[config.mk]
export PLATFORM = sky130hd
export DESIGN_NAME = fifo_wr_arbiter_flat
export DESIGN_NICKNAME = d
export VERILOG_FILES = /design/src/rtl/fifo_wr_arbiter_if.sv /design/src/rtl/fifo_wr_arbiter.sv /design/src/flat_wrapper.sv
export SDC_FILE = /design/constraint.sdc
export NUM_CORES = 1
export LEC_CHECK = 0
export CORE_ASPECT_RATIO = 1.75
export CORE_MARGIN = 5
export CORE_UTILIZATION = 45
export CTS_CLUSTER_DIAMETER = 150
export DETAILED_ROUTE_END_ITERATION = 6
export GPL_TIMING_DRIVEN = 1
export HOLD_SLACK_MARGIN = 0.15
export PLACE_DENSITY_LB_ADDON = 0.3
export SLEW_MARGIN = 20
export SYNTH_ARGS = -nofsm -noshare
export SYNTH_HDL_FRONTEND = slang
export SYNTH_SLANG_ARGS = --single-unit
[constraint.sdc]
create_clock -name clk -period 3.77 [get_ports clk]
set_input_delay 0.754 -clock clk [delete_from_list [all_inputs] [get_ports clk]]
set_output_delay 0.754 -clock clk [all_outputs]
set_load 0.01 [all_outputs]
[src/rtl/fifo_wr_arbiter_if.sv]
// Producer-side request bus and FIFO write-port signals shared by the write arbiter.
// The master modport is the arbiter; the slave modport is the producers plus FIFO.
interface fifo_wr_arbiter_if #(
  parameter int NUM_REQ    = 4,
  parameter int FIFO_WIDTH = 16
);
  localparam int IDX_W = (NUM_REQ > 1) ? $clog2(NUM_REQ) : 1;

  logic [NUM_REQ-1:0]            req_valid;
  logic [NUM_REQ*FIFO_WIDTH-1:0] req_data;
  logic [NUM_REQ-1:0]            req_done;
  logic [NUM_REQ-1:0]            req_drop;
  logic [FIFO_WIDTH-1:0]         fifo_data_in;
  logic                          fifo_wr_en;
  logic                          fifo_full;
  logic                          fifo_wr_ack;
  logic                          fifo_overflow;
  logic [IDX_W-1:0]              grant_id;
  logic                          drop_err;

  modport master (
    input  req_valid, req_data, fifo_full, fifo_wr_ack, fifo_overflow,
    output req_done, req_drop, fifo_data_in, fifo_wr_en, grant_id, drop_err
  );

  modport slave (
    output req_valid, req_data, fifo_full, fifo_wr_ack, fifo_overflow,
    input  req_done, req_drop, fifo_data_in, fifo_wr_en, grant_id, drop_err
  );
endinterface

[src/rtl/fifo_wr_arbiter.sv]
// Round-robin arbiter sharing one FIFO write port; 3 cycles per word (IDLE->WRITE->CHECK).
// Holds off while fifo_full; overflowed writes are retried up to MAX_RETRY times, then dropped.
module fifo_wr_arbiter #(
  parameter int NUM_REQ    = 4,
  parameter int FIFO_WIDTH = 16,
  parameter int MAX_RETRY  = 3
) (
  input  logic              clk,
  input  logic              rst_n,
  fifo_wr_arbiter_if.master bus
);
  localparam int IDX_W = (NUM_REQ > 1) ? $clog2(NUM_REQ) : 1;

  localparam logic [1:0] IDLE  = 2'd0;
  localparam logic [1:0] WRITE = 2'd1;
  localparam logic [1:0] CHECK = 2'd2;

  logic [1:0]            state;
  logic [IDX_W-1:0]      grant;
  logic [IDX_W-1:0]      last_grant;
  logic [IDX_W-1:0]      pick;
  logic [IDX_W-1:0]      pick_hi;
  logic [IDX_W-1:0]      pick_lo;
  logic                  found_hi;
  logic [3:0]            retry;
  logic                  wr_en_q;
  logic [FIFO_WIDTH-1:0] data_q;
  logic [NUM_REQ-1:0]    done_q;
  logic [NUM_REQ-1:0]    drop_q;
  logic                  drop_err_q;
  logic [NUM_REQ-1:0]    cand;
  logic [FIFO_WIDTH-1:0] words [NUM_REQ];

  for (genvar g = 0; g < NUM_REQ; g++) begin : g_words
    assign words[g] = bus.req_data[g*FIFO_WIDTH +: FIFO_WIDTH];
  end

  // A requester whose done is pulsing this cycle still shows its old word; skip it.
  assign cand = bus.req_valid & ~done_q;

  always_comb begin
    found_hi = 1'b0;
    pick_hi  = '0;
    pick_lo  = '0;
    for (int i = NUM_REQ - 1; i >= 0; i--) begin
      if (cand[i]) begin
        pick_lo = IDX_W'(i);
        if (i > int'(last_grant)) begin
          found_hi = 1'b1;
          pick_hi  = IDX_W'(i);
        end
      end
    end
    pick = found_hi ? pick_hi : pick_lo;
  end

  always_ff @(posedge clk) begin
    if (!rst_n) begin
      state      <= IDLE;
      grant      <= '0;
      last_grant <= IDX_W'(NUM_REQ - 1);
      retry      <= '0;
      wr_en_q    <= 1'b0;
      data_q     <= '0;
      done_q     <= '0;
      drop_q     <= '0;
      drop_err_q <= 1'b0;
    end else begin
      wr_en_q <= 1'b0;
      done_q  <= '0;
      drop_q  <= '0;
      case (state)
        IDLE: begin
          if (!bus.fifo_full) begin
            // A non-zero retry count means the grant is held for a re-issue.
            if (retry != 4'd0) begin
              state   <= WRITE;
              wr_en_q <= 1'b1;
              data_q  <= words[grant];
            end else if (|cand) begin
              state   <= WRITE;
              grant   <= pick;
              wr_en_q <= 1'b1;
              data_q  <= words[pick];
            end
          end
        end
        WRITE: state <= CHECK;
        CHECK: begin
          state <= IDLE;
          if (bus.fifo_wr_ack) begin
            done_q     <= NUM_REQ'(1) << grant;
            last_grant <= grant;
            retry      <= '0;
          end else if (retry < 4'(MAX_RETRY)) begin
            retry <= retry + 4'd1;
          end else begin
            done_q     <= NUM_REQ'(1) << grant;
            drop_q     <= NUM_REQ'(1) << grant;
            drop_err_q <= 1'b1;
            last_grant <= grant;
            retry      <= '0;
          end
        end
        default: state <= IDLE;
      endcase
    end
  end

  // Gated by rst_n so a word caught in WRITE is never written on the reset edge.
  assign bus.fifo_wr_en   = wr_en_q & rst_n;
  assign bus.fifo_data_in = data_q;
  assign bus.req_done     = done_q;
  assign bus.req_drop     = drop_q;
  assign bus.grant_id     = grant;
  assign bus.drop_err     = drop_err_q;
endmodule

[src/flat_wrapper.sv]
// flat-port wrapper written by rule: the top's interface ports become plain ports
module fifo_wr_arbiter_flat 
#(
  parameter int NUM_REQ    = 4,
  parameter int FIFO_WIDTH = 16,
  parameter int MAX_RETRY  = 3
)
  (clk, rst_n, bus_req_valid, bus_req_data, bus_fifo_full, bus_fifo_wr_ack, bus_fifo_overflow, bus_req_done, bus_req_drop, bus_fifo_data_in, bus_fifo_wr_en, bus_grant_id, bus_drop_err);
  fifo_wr_arbiter_if #(.NUM_REQ(NUM_REQ), .FIFO_WIDTH(FIFO_WIDTH)) bus_i ();
  input  logic clk;
  input  logic rst_n;
  input wire logic [$bits(bus_i.req_valid)-1:0] bus_req_valid;
  input wire logic [$bits(bus_i.req_data)-1:0] bus_req_data;
  input wire logic [$bits(bus_i.fifo_full)-1:0] bus_fifo_full;
  input wire logic [$bits(bus_i.fifo_wr_ack)-1:0] bus_fifo_wr_ack;
  input wire logic [$bits(bus_i.fifo_overflow)-1:0] bus_fifo_overflow;
  output wire logic [$bits(bus_i.req_done)-1:0] bus_req_done;
  output wire logic [$bits(bus_i.req_drop)-1:0] bus_req_drop;
  output wire logic [$bits(bus_i.fifo_data_in)-1:0] bus_fifo_data_in;
  output wire logic [$bits(bus_i.fifo_wr_en)-1:0] bus_fifo_wr_en;
  output wire logic [$bits(bus_i.grant_id)-1:0] bus_grant_id;
  output wire logic [$bits(bus_i.drop_err)-1:0] bus_drop_err;
  assign bus_i.req_valid = bus_req_valid;
  assign bus_i.req_data = bus_req_data;
  assign bus_i.fifo_full = bus_fifo_full;
  assign bus_i.fifo_wr_ack = bus_fifo_wr_ack;
  assign bus_i.fifo_overflow = bus_fifo_overflow;
  assign bus_req_done = bus_i.req_done;
  assign bus_req_drop = bus_i.req_drop;
  assign bus_fifo_data_in = bus_i.fifo_data_in;
  assign bus_fifo_wr_en = bus_i.fifo_wr_en;
  assign bus_grant_id = bus_i.grant_id;
  assign bus_drop_err = bus_i.drop_err;
  fifo_wr_arbiter #(.NUM_REQ(NUM_REQ), .FIFO_WIDTH(FIFO_WIDTH), .MAX_RETRY(MAX_RETRY)) u_core (.clk(clk), .rst_n(rst_n), .bus(bus_i));
endmodule
-- Word level (Yosys, flattened, before mapping)
Cells that the tools add are included.
- add/sub/neg operators: 1
- multiply operators: 0
- div/mod/pow operators: 0
- magnitude comparators: 6
- equal/unequal tests: 5
- shift operators: 1
- multiplexer cells: 37
- bitwise gates (word level): 12
- reduce and logical (&&, ||, !) cells: 12
- operators with widths (kind ; number):
    $mux 16 ; 6
    $bmux 16 s2 ; 2
    $mux 2 ; 16
    $mux 4 ; 4
    $mux 1 ; 8
    $not 1->1 ; 7
    $ge 3x3->1 const B ; 2
    $not 2->3 ; 2
    $reduce_and 2->1 ; 3
    $reduce_and 3->1 ; 2
    $reduce_or 3->1 ; 2
    $add 4x1->4 const B ; 1
    $and 4x4->4 ; 1
    $gt 2x2->1 const A ; 2
    $lt 4x2->1 const B ; 1
    $ne 2x2->1 const B ; 2
    $not 4->4 ; 1
    $pmux 2 s2 ; 1
    $reduce_and 4->1 ; 1
    $reduce_bool 4->1 ; 1
    $reduce_or 4->1 ; 1
    $shl 1x2->4 const A ; 1
    $ne 3x1->1 const B ; 1
    $eq 2x1->1 const B ; 1
    other kinds (5) ; 5
- register bits: 36
- bits in latches: 0
- memory bits (writable): 0
- bits in read-only memories: 0
- input port bits: 73
- output and inout port bits: 28
- word-level logic and storage cells: 83
- memories: 0

-- Logic depth before layout (Yosys ltp)
Gate-level depths: netlist (run 1).
- word-level depth: 14
- depth in mapped cells: 7
- mapped depth without buffers: 6

-- Worst setup path before layout (run 1)
Ideal clock, no wire load.
- path kind: input to register
- start: in bus_req_valid[3]
- end: reg u_core.data_q[0], in the netlist u_core.bus.fifo_data_in[0]
- setup time: 83 ps
- arrival: 1975 ps
- data required time: 3687 ps
- setup slack: 1713 ps
- cell stages on the path: 6
- path buffers: 1
- cells stage by stage: nor2b_4 -> or4b_4 -> o21ai_4 -> buf_6 -> a32oi_1 -> o221ai_1
- word-level cells in the longest chain between the ends: 13
- elaborated cells on any way between the ends: 25
- those cells by class: 20 x mux; 2 x bitwise; 3 x reduce/logical
- RTL lines (item ; line ; text):
    from (decl) ; flat_wrapper.sv:12 ; input wire logic [$bits(bus_i.req_valid)-1:0] bus_req_valid;
    $and 4x4->4 (*) ; fifo_wr_arbiter.sv:39 ; assign cand = bus.req_valid & ~done_q;
    $mux 2 / $mux 1 (equally long branches) ; fifo_wr_arbiter.sv:46 ; if (cand[i]) begin
    $mux 2 / $mux 1 (equally long branches) ; fifo_wr_arbiter.sv:48 ; if (i > int'(last_grant)) begin
    $mux 2 / $mux 1 (equally long branches) ; fifo_wr_arbiter.sv:46 ;
    $mux 2 / $mux 1 (equally long branches) ; fifo_wr_arbiter.sv:48 ;
    $mux 2 / $mux 1 (equally long branches) ; fifo_wr_arbiter.sv:46 ;
    $mux 2 ; fifo_wr_arbiter.sv:54 ; pick = found_hi ? pick_hi : pick_lo;
    $not 2->3 (implied by the code) ; fifo_wr_arbiter.sv:84 ; data_q <= words[pick];
    $bmux 16 s2 ; fifo_wr_arbiter.sv:84 ;
    $mux 16 (implied by the code) (2 in series) ; fifo_wr_arbiter.sv:84 ;
    $mux 16 ; fifo_wr_arbiter.sv:80 ; end else if (|cand) begin
    $mux 16 ; fifo_wr_arbiter.sv:76 ; if (retry != 4'd0) begin
    to (signal assigned) ; fifo_wr_arbiter.sv:79 ; data_q <= words[grant];
    to (signal assigned) ; fifo_wr_arbiter.sv:84 ;
    to (decl) ; fifo_wr_arbiter.sv:27 ; logic [FIFO_WIDTH-1:0] data_q;
Mark *: on every way between the ends. The rest lies on a longest branch, timed or not. The select of a mux whose other input is x is not followed.
A chain may end at the register's enable or synchronous reset.

-- Worst setup path after layout (run 1)
- start: in rst_n
- end: out bus_fifo_wr_en
- word-level cells in the longest chain between the ends: 1
- RTL lines (item ; line ; text):
    from (decl) ; flat_wrapper.sv:11 ; input logic rst_n;
    $and 1x1->1 ; fifo_wr_arbiter.sv:111 ; assign bus.fifo_wr_en = wr_en_q & rst_n;
    to (decl) ; flat_wrapper.sv:20 ; output wire logic [$bits(bus_i.fifo_wr_en)-1:0] bus_fifo_wr_en;
No other way between the ends.

==> results of run 1 <==
-- routing by layer --
| metal | vias to the layer above | routed length (um) |
|---|---|---|
| met5 | - | 0 |
| met4 | 0 | 374 |
| met3 | 32 | 363 |
| met2 | 83 | 3979 |
| met1 | 1075 | 2315 |
| li1 | 1022 | - |
-- power by group through the flow --
| stage | Sequential [mW] | Clock [mW] | Combinational (mW) |
|---|---|---|---|
| floorplan | 0.433 | 0 | 0.144 |
| global placement | 0.425 | 0 | 0.297 |
| detailed placement | 0.426 | 0 | 0.303 |
| CTS | 0.417 | 0.262 | 0.304 |
| global route | 0.420 | 0.279 | 0.322 |
| finish | 0.417 | 0.258 | 0.302 |
-- cells in the mapped netlist, types with 3 or more instances --
| cell | instances | area (um^2) |
|---|---|---|
| a32oi_1 | 16 | 140.1 |
| buf_2 | 4 | 20.02 |
| buf_4 | 4 | 30.03 |
| clkbuf_1 | 6 | 22.52 |
| dfxtp_1 | 36 | 720.7 |
| mux2i_1 | 34 | 340.3 |
| mux4_2 | 16 | 360.4 |
| nand2_1 | 14 | 52.55 |
| nand2b_1 | 5 | 31.28 |
| nor2_1 | 12 | 45.04 |
| nor2b_1 | 3 | 18.77 |
| nor3_1 | 3 | 15.01 |
| o21ai_0 | 3 | 15.01 |
| o221ai_1 | 16 | 140.1 |
-- state kept, by name, indices dropped and copies added (netlist names) --
register,flops
u_core.bus.fifo_data_in,16
u_core.bus.req_done,4
u_core.bus.req_drop,4
u_core.retry,4
u_core.bus.grant_id,2
u_core.last_grant,2
u_core.state,2
u_core.bus.drop_err,1
u_core.wr_en_q,1
-- stage by stage --
stage / power (mW) / setup WS, ps / hold WS (ps) / cell area, um^2 / instances
floorplan: 0.5773 / 1713 / 466.6 / 2255 / 206
finish: 0.9771 / 1113 / 447.7 / 3349 / 356
global route: 1.022 / 1025 / 506.4 / 3349 / 356
global placement: 0.7221 / 892.4 / 430.8 / 3272 / 349
detailed placement: 0.7292 / 839.4 / 435.3 / 3272 / 349
CTS: 0.9834 / 1097 / 449.0 / 3349 / 356
-- area by class of cell --
cell class,instances,area share
clock inverters,1,0.001494
flip-flops and latches,36,0.2152
inverters,2,0.002241
clock buffers,6,0.02167
repair buffers,105,0.3093
well taps,54,0.02017
multi-input cells,152,0.4300
-- critical path: cells and delay by family --
kind	cells	cell delay [ps]
buffers and inverters	2	1010
and+or+nand+nor	1	140
-- logic make-up (layout without fill, tap and decap cells) --
family | count (synthesis) | after routing
compound gates | 44 | 44
mux | 50 | 50
fa+ha+maj | 2 | 2
buf+inv | 18 | 114
simple gates | 56 | 56
flops | 36 | 36
-- worst max path at each step --
stage / to / slack, ps / depth (start not counted)
after floorplan: u_core.bus.fifo_data_in[0] / 1710 / 6
after global placement: u_core.bus.fifo_data_in[10] / 890 / 7
after detailed placement: u_core.bus.fifo_data_in[13] / 840 / 7
after CTS: bus_fifo_wr_en / 1100 / 3
after global routing: u_core.bus.fifo_data_in[11] / 1020 / 7
final: bus_fifo_wr_en / 1110 / 3
==> metrics.txt, run 1 <==
Root Buffer clkbuf_8; hold depth 2; Worst path most repeated cell clkdlybuf4s50_1; via count 2,212; HP Class reg -> reg; XOR/XNOR share of the synthesized area 0; fillcell total ~440; GRT Max-Usage Layer met2; post-synthesis cell count between 200 and 250; via count of the first global-routing pass between 2,000 and 2,500; status complete, no violations; Synth Flop Type dfxtp_1; max_slew headroom 0.5504; post-route ant nets 0; fmax around 0.38 GHz; Rows 34; Pwr Density between 200 and 300 nW/um^2; commonest cells after routing, fill and taps aside clkdlybuf4s50_1, dfxtp_1, mux2i_1; Final GP Congestion roughly 0.8; Post-Syn Area per Cell roughly 11 um^2; Setup TNS Final 0 ps; Die Width 63.51 um; critical-path cell list clkdlybuf4s50_1 -> and2_1 -> clkdlybuf4s50_1; Starting Density 0.4569; synth warn 0; share of cells above drive strength 1 0.1192; register area share after synthesis 0.3196; Flop pwr share 0.427; DIE AREA about 6600 um^2; mux share of post-synthesis cell area 0.3108; R2R cell count 4; CTS tree done; largest family of logic cells by synthesized area multiplexers; first-pass GRT wire length approximately 11,000 um; hold buffer count at cts 0; Worst Hold Path EP u_core.bus.drop_err; I/O Buffers 99; P_int roughly 0.71 mW; worst skew pair latency ~290 ps; post-layout min period 2657 ps; Mapped Area between 2000 and 2500 um^2; ANT cells 0; Synth Net Count ~280; core area a little under 5000 um^2; LEAKAGE approximately 1.2 nW; R2R Path End u_core.bus.fifo_data_in[11]; hold path start u_core.bus.drop_err; Synth Register Bits 36; Post-CTS Setup Inserts 0; Final #Nets 377; Post-synth EDFFs 0; Synth Area in Compound Gates 0.1648; Multi-input gate area between 1000 and 1500 um^2; simple-gate share of the synthesized area 0.1482; Max Slew Vio Count 0; combinational power share 0.309; sequential standard cell area between 700 and 800 um^2; adder-cell share of the synthesized area 0.01110; r2r setup slk 1700 ps; Setup crit start kind input port; GRT Total Usage 0.2137; Detailed Routing Iterations Pass 1 4; Critical Path Source rst_n; drt drc 0; post-route clock period utilization 0.7049; WS Path Type in -> out; Post-CTS Resized 0; WL per Instance around 20 um; reg2reg start u_core.bus.grant_id[1]; Worst VDD drop 313.7 uV; most common cell after layout, fill and taps aside clkdlybuf4s50_1; Final Hold Vio Count 0; Worst EP required 3020 ps; DRC marker count from the first detailed-route iteration 96; unrepaired setup endpoints after global routing no; Layout area overhead 48.56%; Async SR Flop Fraction 0; I/O Pins approximately 100; clock share of power 0.264; Psw 0.2673 mW; critical path's largest stage delay around 540 ps; Least-Margin Pin Slew about 670 ps; Die Height between 100 and 150 um; Final HPWL DP 5397 um; largest net degree at the start of global routing 30; Max FO, Critical Path 2; CP Capture Type output port; H-tree levels 2; met2 global-route usage 0.3932; Clock Pin Slew Worst Setup and Hold Paths 70 ps; total global routing overflow 0; initial antenna violation count 0; clk buf depth 2; routed vias/inst between 6 and 7; GR Util met1 0.1959; CP max-delay cell clkdlybuf4s50_1; clock sinks 36; final core occ 0.6788; skew final just under 6 ps; Sw Ratio 0.2736; GRT met3 Usage 0.05200; final WL about 7000 um; max cap viols 0; Distinct cells, synth 39; CP arrival between 1500 and 2000 ps; CTS Buf Count 5; # setup viols final 0
(Power assumes the default switching activity.)
==> inputs of run 2 (changes only) <==
--- a/config.mk
+++ b/config.mk
@@ -7,7 +7,7 @@
 export LEC_CHECK = 0
 export CORE_ASPECT_RATIO = 1.75
 export CORE_MARGIN = 5
-export CORE_UTILIZATION = 45
+export CORE_UTILIZATION = 38
 export CTS_CLUSTER_DIAMETER = 150
 export DETAILED_ROUTE_END_ITERATION = 6
 export GPL_TIMING_DRIVEN = 1
==> constraint.sdc (replaced) <==
create_clock -name clk -period 2.2 [get_ports clk]
set_input_delay 0.44 -clock clk [delete_from_list [all_inputs] [get_ports clk]]
set_output_delay 0.44 -clock clk [all_outputs]
set_load 0.01 [all_outputs]
==> metrics.txt, run 2 (same netlist as run 1, synthesis figures left out) <==
post-layout min period 2104 ps; r2r setup slk 410 ps (was 1700 ps); max cap viols 0 (unchanged); HP Class reg -> reg (unchanged); most common cell after layout, fill and taps aside clkdlybuf4s50_1 (unchanged); total global routing overflow 0 (unchanged); Setup crit start kind input port (unchanged); commonest cells after routing, fill and taps aside clkdlybuf4s50_1, dfxtp_1, mux2i_1 (unchanged); via count 2,201 (was 2,212); reg2reg start u_core.bus.grant_id[1] (unchanged); sequential standard cell area 720.7 um^2 (unchanged); CP arrival 1660 ps (was 1900 ps); Clock Pin Slew Worst Setup and Hold Paths 80 ps (was 70 ps); CP Capture Type output port (unchanged); DIE AREA 7634 um^2 (was 6581 um^2); Non-Filler Instances 392 (was 356); share of cells above drive strength 1 0.1561 (was 0.1192); Max FO, Critical Path 3 (was 2); R2R cell count 4 (unchanged); post-route ant nets 0 (unchanged); fillcell total 533 (was 436); R2R Path End u_core.bus.fifo_data_in[13] (was u_core.bus.fifo_data_in[11]); Final HPWL DP 5427 um (was 5397 um); Final GP Congestion 0.7597 (was 0.7803); post-route clock period utilization 0.9564; Worst VDD drop 403.8 uV (was 313.7 uV); WS Path Type in -> out (unchanged); Critical Path Source rst_n (unchanged); status complete, no violations (unchanged); Starting Density 0.3865 (was 0.4569); WL per Instance 18.03 um (was 19.75 um); clk buf depth 2 (unchanged); Die Height 111.9 um (was 103.6 um); ANT cells 0 (unchanged); I/O Buffers 99 (unchanged); Die Width 68.23 um (was 63.51 um); clock sinks 36 (unchanged); worst skew pair latency 300 ps (was 290 ps); Layout area overhead 56.44% (was 48.56%); max_slew headroom 0.6976 (was 0.5504); via count of the first global-routing pass 2,269 (was 2,418); unrepaired setup endpoints after global routing no (unchanged); skew final 11.21 ps (was 5.910 ps); Total Power 1.748 mW (was 0.9771 mW); dpl cells 384 (was 349); Post-CTS Setup Inserts 0 (unchanged); CTS Buf Count 5 (unchanged); GRT Total Usage 0.1904 (was 0.2137); dpl ws -88.95 ps (was 839.4 ps); DRC marker count from the first detailed-route iteration 114 (was 96); H-tree levels 2 (unchanged); post-route setup slack 95.95 ps (was 1113 ps); first-pass GRT wire length 11,120 um (was 11,320 um); Detailed Routing Iterations Pass 1 4 (unchanged); Largest register FFs 16 (unchanged); Final #Nets 388 (was 377); # setup viols final 0 (unchanged); Final Hold Vio Count 0 (unchanged); final WL 7066 um (was 7032 um); Pwr Density 495.5 nW/um^2 (was 291.7 nW/um^2); hold buffer count at cts 0 (unchanged); I/O Pins 101 (unchanged); CTS tree done (unchanged); Least-Margin Pin Slew 452.6 ps (was 668.3 ps); drt drc 0 (unchanged); worst setup path end bus_fifo_wr_en (unchanged); Worst EP required 1760 ps (was 3020 ps); LEAKAGE 1.284 nW (was 1.212 nW); initial antenna violation count 0 (unchanged); core area 5833 um^2 (was 4935 um^2); fmax between 0.4 and 0.5 GHz; Post-CTS Resized 0 (unchanged); Rows 37 (was 34); largest net degree at the start of global routing 24 (was 30); Root Buffer clkbuf_8 (unchanged); Max Slew Vio Count 0 (unchanged); Multi-input gate area 1440 um^2 (unchanged); routed vias/inst 5.615 (was 6.213)
run 2: cell types whose count changed in the layout (fill, tap and decap cells not counted), sizes merged:
cell,before,now
buf,6,17
clkbuf,6,5
clkinvlp,0,2
run 2: how the worst min path moves through the flow:
| stage | startpoint | to | slack (ps) | cells past startpoint |
|---|---|---|---|---|
| after CTS | u_core.bus.drop_err | u_core.bus.drop_err | 460 | 2 |
| after detailed placement | u_core.bus.drop_err | u_core.bus.drop_err | 440 | 2 |
| after global routing | u_core.bus.drop_err | u_core.bus.drop_err | 490 | 2 |
| final | u_core.bus.drop_err | u_core.bus.drop_err | 460 | 2 |
| after global placement | u_core.bus.drop_err | u_core.bus.drop_err | 430 | 2 |
| after floorplan | u_core.bus.drop_err | u_core.bus.drop_err | 470 | 2 |
run 2: routing by layer:
metal,track usage,share of wire,up-vias
li1,-,-,1046
met1,0.2107,0.36,1063
met4,0.08101,0.026,0
met2,0.3318,0.53,80
met3,0.04541,0.075,12
met5,0,0,-
run 2: through the flow:
stage               setup TNS, ps    util  area [um^2]  hold WS, ps
floorplan                       0       -         2255        466.6
global placement           -167.0  0.5888         3435        434.3
detailed placement         -279.4  0.5888         3435        439.7
CTS                             0  0.6047         3527        459.8
global route                    0  0.6047         3527        491.6
finish                          0  0.6047         3527        462.4
run 2: area by class of cell:
type | count | share of cell area
multi-input combinational | 152 | 0.4083
timing repair buffer | 116 | 0.3313
sequential | 36 | 0.2043
tap | 78 | 0.02767
clock buffer | 5 | 0.01951
clock inverter | 3 | 0.006740
inverter | 2 | 0.002128
run 2: worst max-delay path: stages:
cell and delay [ps]:
clkdlybuf4s50_1 510, and2_1 170, clkdlybuf4s50_1 540
run 2: where the power goes:
group	total (mW)	leakage, nW	internal (mW)	switching (mW)
sequential	0.714	0.293	0.691	0.0238
combinational	0.546	0.950	0.336	0.210
clock	0.487	0.0404	0.224	0.263
==> inputs of run 3 (changes only) <==
--- a/config.mk
+++ b/config.mk
@@ -7,9 +7,9 @@
 export LEC_CHECK = 0
 export CORE_ASPECT_RATIO = 1.75
 export CORE_MARGIN = 5
-export CORE_UTILIZATION = 38
-export CTS_CLUSTER_DIAMETER = 150
+export CORE_UTILIZATION = 45
 export DETAILED_ROUTE_END_ITERATION = 6
+export DONT_BUFFER_PORTS = 1
 export GPL_TIMING_DRIVEN = 1
 export HOLD_SLACK_MARGIN = 0.15
 export PLACE_DENSITY_LB_ADDON = 0.3
==> constraint.sdc (replaced) <==
create_clock -name clk -period 2.7 [get_ports clk]
set_input_delay 0.54 -clock clk [delete_from_list [all_inputs] [get_ports clk]]
set_output_delay 0.54 -clock clk [all_outputs]
set_load 0.01 [all_outputs]
==> metrics.txt, run 3 (same netlist as run 1, synthesis figures left out) <==
post-route setup slack 560.7 ps (was 95.95 ps); hold buffer count at cts 0 (unchanged); Final #Nets 277 (was 388); most common cell after layout, fill and taps aside dfxtp_1 (was clkdlybuf4s50_1); critical-path cell list and3b_1 -> o211ai_4 -> buf_4 -> mux2i_1 -> o221ai_1 (was clkdlybuf4s50_1 -> and2_1 -> clkdlybuf4s50_1); final core occ 0.4858 (was 0.6047); Rows 34 (was 37); Least-Margin Pin Slew 810.4 ps (was 452.6 ps); H-tree levels 2 (unchanged); dpl ws 398.8 ps (was -88.95 ps); routed metal-1 wirelength 1948 um (was 2579 um); drt drc 0 (unchanged); CP Capture Type flop (was output port); post-layout min period between 2000 and 2500 ps; Final HPWL DP 4424 um (was 5427 um); DRC marker count from the first detailed-route iteration 151 (was 114); worst skew pair latency 280 ps (was 300 ps); commonest cells after routing, fill and taps aside dfxtp_1, mux2i_1, mux4_2, a32oi_1, o221ai_1 (was clkdlybuf4s50_1, dfxtp_1, mux2i_1); fmax approximately 0.47 GHz; Post-CTS Resized 0 (unchanged); met3 WL post-DR 380 um (was 528 um); share of cells above drive strength 1 0.1823 (was 0.1561); clk buf depth 2 (unchanged); Setup crit start kind flop (was input port); max_slew headroom 0.4571 (was 0.6976); Worst EP required 2830 ps (was 1760 ps); CP arrival 2270 ps (was 1660 ps); max cap viols 0 (unchanged); met2 wire len 3477 um (was 3776 um); LEAKAGE 0.8481 nW (was 1.284 nW); Clock Pin Slew Worst Setup and Hold Paths 70 ps (was 80 ps); WS Path Type reg -> reg (was in -> out); Die Height 103.6 um (was 111.9 um); I/O Buffers 0 (was 99); clock sinks 36 (unchanged); I/O Pins 101 (unchanged); Top delay family on crit path compound AO/OA/AOI/OAI gates (was buffers and inverters); CP max-delay cell o211ai_4 (was clkdlybuf4s50_1); Pwr Density 540.4 nW/um^2 (was 495.5 nW/um^2); Total Power 1.295 mW (was 1.748 mW); CTS Buf Count 5 (unchanged); Final Hold Vio Count 0 (unchanged); GRT Total Usage 0.1808 (was 0.1904); first-pass GRT wire length 9563 um (was 11,120 um); final WL 5851 um (was 7066 um); Hold WS 345.3 ps (was 462.4 ps); total global routing overflow 0 (unchanged); post-route clock period utilization 0.7923; Worst VDD drop 481.0 uV (was 403.8 uV); Setup TNS Final 0 ps (unchanged); Largest register FFs 16 (unchanged); Root Buffer clkbuf_8 (unchanged); initial antenna violation count 0 (unchanged); critical path's largest stage delay 680 ps (was 540 ps); post-route ant nets 0 (unchanged); Final GP Congestion 0.7939 (was 0.7597); Max FO, Critical Path 20 (was 3); Post-CTS Setup Inserts 0 (unchanged); Detailed Routing Iterations Pass 1 4 (unchanged); unrepaired setup endpoints after global routing no (unchanged); via count of the first global-routing pass 1,866 (was 2,269); Layout area overhead 6.326% (was 56.44%); CTS tree done (unchanged); DIE AREA 6581 um^2 (was 7634 um^2); largest net degree at the start of global routing 31 (was 24); WP buf/inv 1 (was 2); Top Metal Used met4 (unchanged); core area 4935 um^2 (was 5833 um^2); Max Slew Vio Count 0 (unchanged); via count 1,752 (was 2,201); HP Class in -> reg (was reg -> reg); Starting Density 0.4569 (was 0.3865); # setup viols final 0 (unchanged); routed vias/inst 6.817 (was 5.615); ANT cells 0 (unchanged); WL per Instance 22.77 um (was 18.03 um); status complete, no violations (unchanged); Die Width 63.51 um (was 68.23 um); skew final 1.781 ps (was 11.21 ps)
-- run 3: where the power goes --
| part | switching, mW | internal (mW) | leakage, nW |
|---|---|---|---|
| logic | 0.103 | 0.120 | 0.501 |
| registers | 0.0402 | 0.563 | 0.293 |
| clock network | 0.196 | 0.273 | 0.0541 |
| total | 0.339 | 0.956 | 0.848 |
-- run 3: layer usage --
layer	track usage	up-vias
met5	0	-
met3	0.04984	4
met1	0.1816	876
li1	-	814
met4	0.04606	0
met2	0.3496	58
-- run 3: area by class of cell --
type                       count  area [um^2]
multi-input combinational    152         1440
fill                         477         2537
sequential                    36        720.7
timing repair buffer           5        50.05
clock buffer                   5        68.82
clock inverter                 3        42.54
tap                           54        67.56
inverter                       2        7.507
-- run 3: path summary, 6_finish.rpt --
| path | start | endpoint | slack, ps | depth (start not counted) |
|---|---|---|---|---|
| hold / removal | rst_n | u_core.last_grant[1] | 350 | 1 |
| setup reg to reg | u_core.bus.req_done[0] | u_core.bus.fifo_data_in[13] | 560 | 5 |
| setup / recovery | u_core.bus.req_done[0] | u_core.bus.fifo_data_in[13] | 560 | 5 |
| hold reg to reg | u_core.bus.drop_err | u_core.bus.drop_err | 500 | 2 |
-- run 3: metrics by stage --
stage          cell area (um^2)  instances
2_1_floorplan              2255        206
3_3_place_gp               2286        249
6_report                   2397        257
3_5_place_dp               2286        249
5_1_grt                    2397        257
4_1_cts                    2397        257
